### config.mk
export PLATFORM = sky130hd
export DESIGN_NAME = control_teclado_matricial
export DESIGN_NICKNAME = d
export VERILOG_FILES = /design/src/rtl/control_teclado_matricial_pkg.sv /design/src/rtl/control_teclado_matricial_sincronizador_2ff.sv /design/src/rtl/control_teclado_matricial.sv
export SDC_FILE = /design/constraint.sdc
export NUM_CORES = 1
export LEC_CHECK = 0
export ABC_CLOCK_PERIOD_IN_PS = 2700
export BUFFER_PORTS_ARGS = -buffer_cell sky130_fd_sc_hd__buf_2
export CORE_ASPECT_RATIO = 0.6
export CORE_UTILIZATION = 59
export CTS_CLUSTER_SIZE = 14
export DETAILED_ROUTE_END_ITERATION = 8
export PLACE_DENSITY_LB_ADDON = 0.12
export REMOVE_ABC_BUFFERS = 1
export SLEW_MARGIN = 10
export SYNTH_ARGS = -nofsm -noshare
export SYNTH_HDL_FRONTEND = slang
export SYNTH_SLANG_ARGS = --single-unit
### constraint.sdc
create_clock -name i_Clk -period 2.7 [get_ports i_Clk]
set_input_delay 0.27 -clock i_Clk [delete_from_list [all_inputs] [get_ports i_Clk]]
set_output_delay 0.27 -clock i_Clk [all_outputs]
set_load 0.01 [all_outputs]
### src/rtl/control_teclado_matricial_pkg.sv
// teclado_pkg: shared types, constants and helpers for the matrix keypad scanner
package teclado_pkg;
  typedef enum logic [1:0] {SCAN, DEBOUNCE, HELD, RELEASE} estado_t;
  localparam int CODE_W = 4;
  localparam int N_LINEAS = 4;
  localparam logic [N_LINEAS-1:0] FILA_RESET = 4'b1110;
  // Lowest-index active-low column wins; callers check that at least one is low
  function automatic logic [1:0] col_prioridad(input logic [N_LINEAS-1:0] c);
    return !c[0] ? 2'd0 : !c[1] ? 2'd1 : !c[2] ? 2'd2 : 2'd3;
  endfunction
  // Index of the single low bit of the one-cold row ring
  function automatic logic [1:0] fila_idx(input logic [N_LINEAS-1:0] f);
    return !f[0] ? 2'd0 : !f[1] ? 2'd1 : !f[2] ? 2'd2 : 2'd3;
  endfunction
endpackage

### src/rtl/control_teclado_matricial_sincronizador_2ff.sv
// sincronizador_2ff: two-flop synchronizer for asynchronous inputs
module sincronizador_2ff #(
  parameter int W = 4,
  parameter logic [W-1:0] RST_VAL = '1
) (
  input  logic         i_Clk,
  input  logic         i_Rst,
  input  logic [W-1:0] i_D,
  output logic [W-1:0] o_Q
);
  logic [W-1:0] meta_q;
  // Two register stages; reset to the idle (released) level
  always_ff @(posedge i_Clk) begin
    if (i_Rst) begin
      meta_q <= RST_VAL;
      o_Q <= RST_VAL;
    end else begin
      meta_q <= i_D;
      o_Q <= meta_q;
    end
  end
endmodule

### src/rtl/control_teclado_matricial.sv
// control_teclado_matricial: 4x4 keypad scanner with debounce; TECLADO_REPEAT_EN enables auto-repeat
module control_teclado_matricial
  import teclado_pkg::*;
#(
  parameter int PRESC_DIV      = 50000,
  parameter int DEBOUNCE_SCANS = 4,
  parameter int REPEAT_TICKS   = 250
) (
  input  logic                i_Clk,
  input  logic                i_Rst,
  input  logic [N_LINEAS-1:0] i_Columnas,
  output logic [N_LINEAS-1:0] o_Filas,
  output logic [CODE_W-1:0]   o_Tecla,
  output logic                o_Valida,
  output logic                o_Presionada
);
  localparam int PW = $clog2(PRESC_DIV);
  localparam logic [3:0] DS = 4'(DEBOUNCE_SCANS);
  logic [PW-1:0] presc_q;
  logic tick;
  logic [N_LINEAS-1:0] col_s;
  estado_t estado_q;
  logic [N_LINEAS-1:0] filas_q;
  logic [CODE_W-1:0] cand_q, tecla_q;
  logic [3:0] cnt_q, cnt_d;
  logic valida_q, pres_q;
  logic any_low, col_lat_alta, rep_fire;
  logic [1:0] col_min;
  logic [N_LINEAS-1:0] filas_d;

  sincronizador_2ff #(.W(N_LINEAS), .RST_VAL('1)) u_sync (
    .i_Clk(i_Clk),
    .i_Rst(i_Rst),
    .i_D  (i_Columnas),
    .o_Q  (col_s)
  );

  assign tick = presc_q == PW'(PRESC_DIV - 1);
  assign any_low = ~&col_s;
  assign col_min = col_prioridad(col_s);
  assign col_lat_alta = col_s[cand_q[1:0]];
  assign cnt_d = &cnt_q ? cnt_q : cnt_q + 4'd1;
  assign filas_d = {filas_q[N_LINEAS-2:0], filas_q[N_LINEAS-1]};
  assign o_Filas = filas_q;
  assign o_Tecla = tecla_q;
  assign o_Valida = valida_q;
  assign o_Presionada = pres_q;

  // Prescaler: one-cycle tick every PRESC_DIV cycles
  always_ff @(posedge i_Clk) begin
    if (i_Rst || tick) presc_q <= '0;
    else presc_q <= presc_q + PW'(1);
  end

`ifdef TECLADO_REPEAT_EN
  localparam int RW = $clog2(REPEAT_TICKS + 1);
  logic [RW-1:0] rep_q;
  assign rep_fire = tick && estado_q == HELD && !col_lat_alta && rep_q == RW'(REPEAT_TICKS - 1);
  // Repeat counter: counts held ticks, cleared whenever the key is not in HELD
  always_ff @(posedge i_Clk) begin
    if (i_Rst || estado_q != HELD) rep_q <= '0;
    else if (tick && !col_lat_alta) rep_q <= rep_fire ? '0 : rep_q + RW'(1);
  end
`else
  assign rep_fire = 1'b0;
`endif

  // Scan/debounce FSM with registered outputs; all decisions happen on ticks
  always_ff @(posedge i_Clk) begin
    if (i_Rst) begin
      estado_q <= SCAN;
      filas_q <= FILA_RESET;
      cand_q <= '0;
      cnt_q <= '0;
      tecla_q <= '0;
      valida_q <= 1'b0;
      pres_q <= 1'b0;
    end else begin
      valida_q <= 1'b0;
      if (tick) begin
        case (estado_q)
          SCAN: begin
            if (any_low) begin
              cand_q <= {fila_idx(filas_q), col_min};
              cnt_q <= 4'd1;
              if (DS == 4'd1) begin
                tecla_q <= {fila_idx(filas_q), col_min};
                valida_q <= 1'b1;
                pres_q <= 1'b1;
                estado_q <= HELD;
              end else begin
                estado_q <= DEBOUNCE;
              end
            end else begin
              filas_q <= filas_d;
            end
          end
          DEBOUNCE: begin
            if (any_low && col_min == cand_q[1:0]) begin
              cnt_q <= cnt_d;
              if (cnt_d == DS) begin
                tecla_q <= cand_q;
                valida_q <= 1'b1;
                pres_q <= 1'b1;
                estado_q <= HELD;
              end
            end else begin
              estado_q <= SCAN;
            end
          end
          HELD: begin
            if (col_lat_alta) begin
              cnt_q <= 4'd1;
              if (DS == 4'd1) begin
                pres_q <= 1'b0;
                filas_q <= filas_d;
                estado_q <= SCAN;
              end else begin
                estado_q <= RELEASE;
              end
            end else begin
              valida_q <= rep_fire;
            end
          end
          default: begin
            if (col_lat_alta) begin
              cnt_q <= cnt_d;
              if (cnt_d == DS) begin
                pres_q <= 1'b0;
                filas_q <= filas_d;
                estado_q <= SCAN;
              end
            end else begin
              estado_q <= HELD;
            end
          end
        endcase
      end
    end
  end
endmodule

==> impl_metrics.csv, run 1 <==
group,metric,value,unit
global_route,grt_use_total,26.54,%
timing,fin_setup_tns,0,ps
floorplanning,boundaryPins,16,
worst_setup_path,required,2870,ps
final_layout,num_antenna_cells,0,
synthesis,yosys_register_bits,44,
final_layout,layout_common_cells,"sky130_fd_sc_hd__dfxtp_1 (44), sky130_fd_sc_hd__nor2_1 (30), sky130_fd_sc_hd__buf_2 (15)",
timing,slew_headroom,56.06,%
placement,place.gp.congestion,0.8475,
final_layout,nFillCells,272,
floorplanning,dieArea,3754,sq um
worst_setup_path,slowest_delay,670,ps
job,drv.max_cap_violation_count,0,
timing,max_slew.worst_pin.slew,653.1,ps
placement,dp_hpwl,3315,microns
cts,cts_max_path_buffers,2,
worst_setup_path,crit_type,"reg2reg",
global_route,first_global_vias,1533,
synthesis,yosysSeqAreaShare,42.59,%
synthesis,ys_warn_count,0,
timing,final_slew_viol_count,0,
synthesis,synth.lib_cells_used.distinct,49,
synthesis,number_of_enable_type_register_cells_in_the_synthesized_netlist,0,
routing,drc,0,
power,worst_ir_drop_on_vdd,0.0003047,V
final_layout,most_common_library_cell_in_the_layout_ignoring_fill_and_taps,"sky130_fd_sc_hd__dfxtp_1",
routing,finalWirelength,4424,microns
global_route,grt_antenna_before_repair,0,
synthesis,average_cell_area_after_synthesis,9.275,sq um
timing,final.min_clock_period,2363,ps
cts,cts_hold_buffers,0,
routing,routed-via-count,1663,
synthesis,synth_top_area_share,42.59,%
synthesis,synth_area_leader_cell,"sky130_fd_sc_hd__dfxtp_1",
placement,buffer_ports.inserted,15,
worst_setup_path,critical_path.cell_chain,"ha_1 -> and3_1 -> nand4_1 -> a2111oi_4 -> mux2i_1 -> nor2_1",
timing,fmax,0.4232,GHz
worst_setup_path,critical-path-slowest-cell,"sky130_fd_sc_hd__a2111oi_4",
worst_setup_path,timing.critical_path.max_delay_family,"simple AND/OR/NAND/NOR gates",
worst_setup_path,timing.critical_path.arrival,2530,ps
power,cellPowerDensity,488.2,nW/um^2
synthesis,post_synth_inst_count,223,
synthesis,synth_flop_cell,"sky130_fd_sc_hd__dfxtp_1",
timing,grt_setup_unrepaired,"no",
floorplanning,placementRows,16,
cts,post_cts_resize_count,0,
final_layout,postLayoutCoreUtil,67.73,%
hold_path,hold_path.class,"in2reg",
final_layout,finalNetCount,248,
final_layout,post_route_cells_drive_above_1_share,17.80,%
global_route,grt_max_degree,34,
timing,layout_worst_path_cycle_share,87.52,%
floorplanning,initial_utilization,62.61,%
cts,clk_pin_slew,80,ps
synthesis,netlist_area,2068,sq um
cts,tritoncts,"done",
cts,cts-buffers-inserted,5,
worst_setup_path,worst_setup_path_end_kind,"register",
timing,skew,6.632,ps
power,static-leakage-power,0.8431,nW
worst_setup_path,r2r_setup_slack,340,ps
routing,drt-vias-per-instance,5.918,
timing,final-hold-violation-count,0,
synthesis,synth_async_sr_flop_share,0,%
worst_setup_path,crit_path_max_fanout,11,
cts,clock-root-buffer,"sky130_fd_sc_hd__clkbuf_8",
floorplanning,dieWidth,78.44,microns
routing,drt_iter0_drc,169,
synthesis,synth_top_cells_by_area,"sky130_fd_sc_hd__dfxtp_1 (43%), sky130_fd_sc_hd__nor2_1 (5.4%), sky130_fd_sc_hd__mux2i_1 (3.9%)",
worst_setup_path,cp_num_buf_inv,0,
status,run_status,"complete, no violations",
routing,drt_first_pass_iters,4,
floorplanning,die_h,47.86,microns
floorplanning,core,3303,sq um
cts,cts_htree_levels,2,
cts,clock_sink_count,44,
final_layout,area_growth,8.167,%
routing,detail_route.wl_per_cell,15.74,microns
cts,post-cts-setup-buffers,0,
global_route,overflow,0,
timing,setup_viol,0,
routing,final_antenna_net_count,0,
cts,worstSkewPairLatency,300,ps
global_route,grt_pass1_wl,7348,microns
worst_setup_path,timing.critical_path.from_type,"register",
[cell usage after synthesis, types with 2 or more instances]
| library cell | number |
|---|---|
| sky130_fd_sc_hd__a221oi_1 | 2 |
| sky130_fd_sc_hd__xor2_1 | 7 |
| sky130_fd_sc_hd__nand4_1 | 4 |
| sky130_fd_sc_hd__nor3_1 | 2 |
| sky130_fd_sc_hd__or2_2 | 9 |
| sky130_fd_sc_hd__nor2b_1 | 3 |
| sky130_fd_sc_hd__xnor2_1 | 8 |
| sky130_fd_sc_hd__and3_1 | 4 |
| sky130_fd_sc_hd__clkbuf_1 | 6 |
| sky130_fd_sc_hd__o21ai_0 | 5 |
| sky130_fd_sc_hd__nor4b_2 | 2 |
| sky130_fd_sc_hd__nor2_1 | 30 |
| sky130_fd_sc_hd__a211oi_1 | 3 |
| sky130_fd_sc_hd__nand2b_1 | 4 |
| sky130_fd_sc_hd__ha_1 | 6 |
| sky130_fd_sc_hd__buf_2 | 2 |
| sky130_fd_sc_hd__or3_1 | 2 |
| sky130_fd_sc_hd__a21oi_1 | 8 |
| sky130_fd_sc_hd__and4bb_2 | 3 |
| sky130_fd_sc_hd__dfxtp_1 | 44 |
| sky130_fd_sc_hd__inv_1 | 8 |
| sky130_fd_sc_hd__a31oi_1 | 4 |
| sky130_fd_sc_hd__nand2_1 | 10 |
| sky130_fd_sc_hd__a311o_1 | 2 |
| sky130_fd_sc_hd__nand3_1 | 14 |
| sky130_fd_sc_hd__mux2i_1 | 8 |
[per-layer routing]
| layer | vias to the layer above | share of wire (%) | track usage [%] |
|---|---|---|---|
| li1 | 812 | - | - |
| met1 | 778 | 48 | 35.09 |
| met2 | 70 | 45 | 43.86 |
| met3 | 3 | 7.3 | 7.429 |
| met4 | 0 | 0.47 | 7.407 |
| met5 | - | 0 | 0 |
[flip-flops by register name (all words and copies together) (netlist names)]
name / count
u_sync.o_Q: 4
estado_q: 2
cnt_q: 4
o_Presionada: 1
presc_q: 16
u_sync.meta_q: 4
o_Tecla: 4
o_Valida: 1
o_Filas: 4
cand_q: 4
[report_power, final]
group | total (W) | internal (W) | switching (W)
registers | 0.000665 | 0.000658 | 0.00000723
clock network | 0.000388 | 0.000176 | 0.000212
logic | 0.0000390 | 0.0000150 | 0.0000240
total | 0.00109 | 0.000849 | 0.000243
[layout make-up]
cell class / instances / area (sq um) / area share [%]
clock buffers: 6 / 72.57 / 3.244
inverters: 9 / 33.78 / 1.510
repair buffers: 15 / 75.07 / 3.356
clock inverters: 1 / 5.005 / 0.2237
multi-input cells: 161 / 1114 / 49.78
flip-flops and latches: 44 / 880.8 / 39.37
well taps: 45 / 56.30 / 2.517
[stage by stage]
step / setup slack (ps) / std cells / hold slack [ps] / area, sq um / power [W]
detailed placement: 354.1 / 274 / 396.2 / 2160 / 0.0007189
global route: 117.8 / 281 / 141.2 / 2237 / 0.001131
floorplan: 730.2 / 214 / 339.1 / 2028 / 0.0007020
CTS: 330.7 / 281 / 147.7 / 2237 / 0.001095
finish: 337.1 / 281 / 147.6 / 2237 / 0.001092
global placement: 521.2 / 274 / 393.1 / 2160 / 0.0007155
[kinds of logic (layout without fill, tap and decap cells)]
kind of cell	count (synthesis)	after routing	share of synthesized area, %
xor+xnor	15	15	6.352
buf+inv	18	31	3.569
mux	9	9	4.961
flops	44	44	42.59
compound gates	38	38	14.04
fa+ha+maj	6	6	3.630
simple gates	93	93	24.86
[path summary, 6_finish.rpt]
| kind | from | endpoint | depth (start not counted) |
|---|---|---|---|
| max reg2reg | presc_q[0]$_SDFF_PP0_ | o_Tecla[2]$_SDFFE_PP0P_ | 6 |
| min reg2reg | u_sync.meta_q[0]$_SDFF_PP1_ | u_sync.o_Q[0]$_SDFF_PP1_ | 1 |
| max | presc_q[0]$_SDFF_PP0_ | o_Tecla[2]$_SDFFE_PP0P_ | 6 |
| min | i_Columnas[3] | u_sync.meta_q[3]$_SDFF_PP1_ | 2 |
Power figures use the tool's default switching activity.
==> inputs of run 2 (changes only) <==
--- a/config.mk
+++ b/config.mk
@@ -5,7 +5,7 @@
 export SDC_FILE = /design/constraint.sdc
 export NUM_CORES = 1
 export LEC_CHECK = 0
-export ABC_CLOCK_PERIOD_IN_PS = 2700
+export ABC_CLOCK_PERIOD_IN_PS = 2200
 export BUFFER_PORTS_ARGS = -buffer_cell sky130_fd_sc_hd__buf_2
 export CORE_ASPECT_RATIO = 0.6
 export CORE_UTILIZATION = 59
==> constraint.sdc (replaced) <==
create_clock -name i_Clk -period 2.2 [get_ports i_Clk]
set_input_delay 0.22 -clock i_Clk [delete_from_list [all_inputs] [get_ports i_Clk]]
set_output_delay 0.22 -clock i_Clk [all_outputs]
set_load 0.01 [all_outputs]
==> impl_metrics.csv, run 2 (same netlist as run 1, synthesis figures left out) <==
group,metric,value,unit
final_layout,finalNetCount,252,
global_route,overflow,0,
timing,final-hold-violation-count,0,
job,drv.max_cap_violation_count,0,
global_route,grt_use_total,23.65,%
worst_setup_path,crit_path_max_fanout,6,
timing,grt_setup_unrepaired,"no",
worst_setup_path,slowest_delay,420,ps
worst_setup_path,cp_num_buf_inv,1,
routing,drt_first_pass_iters,4,
power,power.share.switching,20.35,%
cts,clock-root-buffer,"sky130_fd_sc_hd__clkbuf_8",
worst_setup_path,timing.critical_path.max_delay_family,"compound AO/OA/AOI/OAI gates",
timing,skew,13.17,ps
global_route,first_global_vias,1449,
floorplanning,dieArea,3754,sq um
routing,finalWirelength,4178,microns
cts,cts_htree_levels,2,
final_layout,layout_common_cells,"sky130_fd_sc_hd__dfxtp_1 (43), sky130_fd_sc_hd__nor2_1 (30), sky130_fd_sc_hd__buf_2 (15)",
timing,layout_worst_path_cycle_share,93.96,%
final_layout,area_growth,13.49,%
timing,slew_headroom,51.28,%
global_route,grt_antenna_before_repair,0,
placement,buffer_ports.inserted,15,
final_layout,largest_register_ff_count,16,
cts,tritoncts,"done",
final_layout,num_antenna_cells,0,
worst_setup_path,worst_setup_path_end_kind,"register",
final_layout,nFillCells,256,
cts,cts_max_path_buffers,2,
hold_path,hold_path.class,"in2reg",
power,power.share.sequential,53.0,%
power,clock_power_share,43.9,%
timing,max_slew.worst_pin.slew,724.2,ps
worst_setup_path,required,2380,ps
global_route,grt_max_degree,34,
worst_setup_path,timing.critical_path.from_type,"register",
floorplanning,die_h,47.86,microns
cts,clock_sink_count,44,
worst_setup_path,critical-path-slowest-cell,"sky130_fd_sc_hd__dfxtp_1",
final_layout,top_reg_by_flops,"presc_q",
worst_setup_path,timing.critical_path.arrival,2240,ps
final_layout,post_route_cells_drive_above_1_share,21.16,%
power,power_report.internal_total,0.001227,W
floorplanning,dieWidth,78.44,microns
timing,final_slew_viol_count,0,
status,run_status,"complete, no violations",
timing,hold_slack,102.2,ps
timing,fmax,0.4838,GHz
power,power.net_switching,0.0003135,W
power,totalPowerFinal,0.001541,W
routing,detail_route.wl_per_cell,14.61,microns
worst_setup_path,critical_path.cell_chain,"ha_4 -> and4bb_2 -> a22oi_1 -> a2111oi_4 -> buf_6 -> mux2i_1 -> nor2_1",
routing,final_antenna_net_count,0,
cts,worstSkewPairLatency,300,ps
floorplanning,placementRows,16,
power,worst_ir_drop_on_vdd,0.0004907,V
global_route,grt_pass1_wl,6555,microns
worst_setup_path,crit_type,"reg2reg",
timing,setup_viol,0,
floorplanning,initial_utilization,62.61,%
routing,drt_iter0_drc,119,
power,cellPowerDensity,656.5,nW/um^2
cts,cts-buffers-inserted,5,
cts,cts_hold_buffers,0,
routing,drt-vias-per-instance,5.822,
timing,finalWorstSetupSlack,133.0,ps
final_layout,most_common_library_cell_in_the_layout_ignoring_fill_and_taps,"sky130_fd_sc_hd__dfxtp_1",
placement,dp_hpwl,3008,microns
placement,place.gp.congestion,0.8184,
floorplanning,boundaryPins,16,
placement,place_ws,-17.35,ps
floorplanning,core,3303,sq um
power,static-leakage-power,0.8860,nW
routing,drc,0,
power,combPwrFrac,3.2,%
timing,final.min_clock_period,2067,ps
cts,clk_pin_slew,90,ps
routing,routed-via-count,1665,
[run 2: per-stage QoR]
stage	cell area (sq um)	cells	utilization, %	setup TNS, ps
6_report	2347	286	71.06	0
5_1_grt	2347	286	71.06	0
3_5_place_dp	2182	277	66.06	-17.35
3_3_place_gp	2182	277	66.06	0
4_1_cts	2316	286	70.11	0
2_1_floorplan	2028	214	-	0
[run 2: final timing paths]
path                               start                          end  slack, ps  cells past startpoint
max                cnt_q[1]$_SDFFE_PP0P_      o_Tecla[0]$_SDFFE_PP0P_        130                      7
min                        i_Columnas[2]  u_sync.meta_q[2]$_SDFF_PP1_        100                      2
max reg2reg        cnt_q[1]$_SDFFE_PP0P_      o_Tecla[0]$_SDFFE_PP0P_        130                      7
min reg2reg  u_sync.meta_q[0]$_SDFF_PP1_     u_sync.o_Q[0]$_SDFF_PP1_        410                      1
[run 2: timing repair]
item,in CTS,in global routing
buffers inserted,1,0
gates cloned,0,0
pin swaps,1,2
endpoints found under the setup margin,1,8
resized for setup,0,5
[run 2: power by group through the flow]
stage               sequential, W  clock (W)  combinational [W]
global route             0.000818   0.000716          0.0000545
floorplan                0.000832          0          0.0000293
CTS                      0.000816   0.000682          0.0000481
detailed placement       0.000835          0          0.0000480
global placement         0.000834          0          0.0000464
finish                   0.000816   0.000676          0.0000486
[run 2: routing by layer]
layer,part of all wire (%),vias up,global-route usage (%)
li1,-,823,-
met1,50,768,32.95
met2,41,64,33.86
met3,7.1,10,6.095
met4,2.0,0,13.33
met5,0,-,0
[run 2: cell type report]
cell class,instances,area (sq um),share of cell area (%)
sequential,44,882.1,37.58
clock inverter,1,30.03,1.279
multi-input combinational,161,1140,48.56
timing repair buffer,19,108.9,4.638
inverter,9,33.78,1.439
tap,45,56.30,2.399
clock buffer,7,96.34,4.104
[run 2: worst register-to-register path, delay by kind of cell (launching register included)]
kind	cells	cell delay [ps]
AND/OR/NAND/NOR	2	380
multiplexers	1	220
buffers and inverters	1	190
AO/OA/AOI/OAI	2	500
adder cells (fa/ha/maj)	1	240
flip-flops	1	420
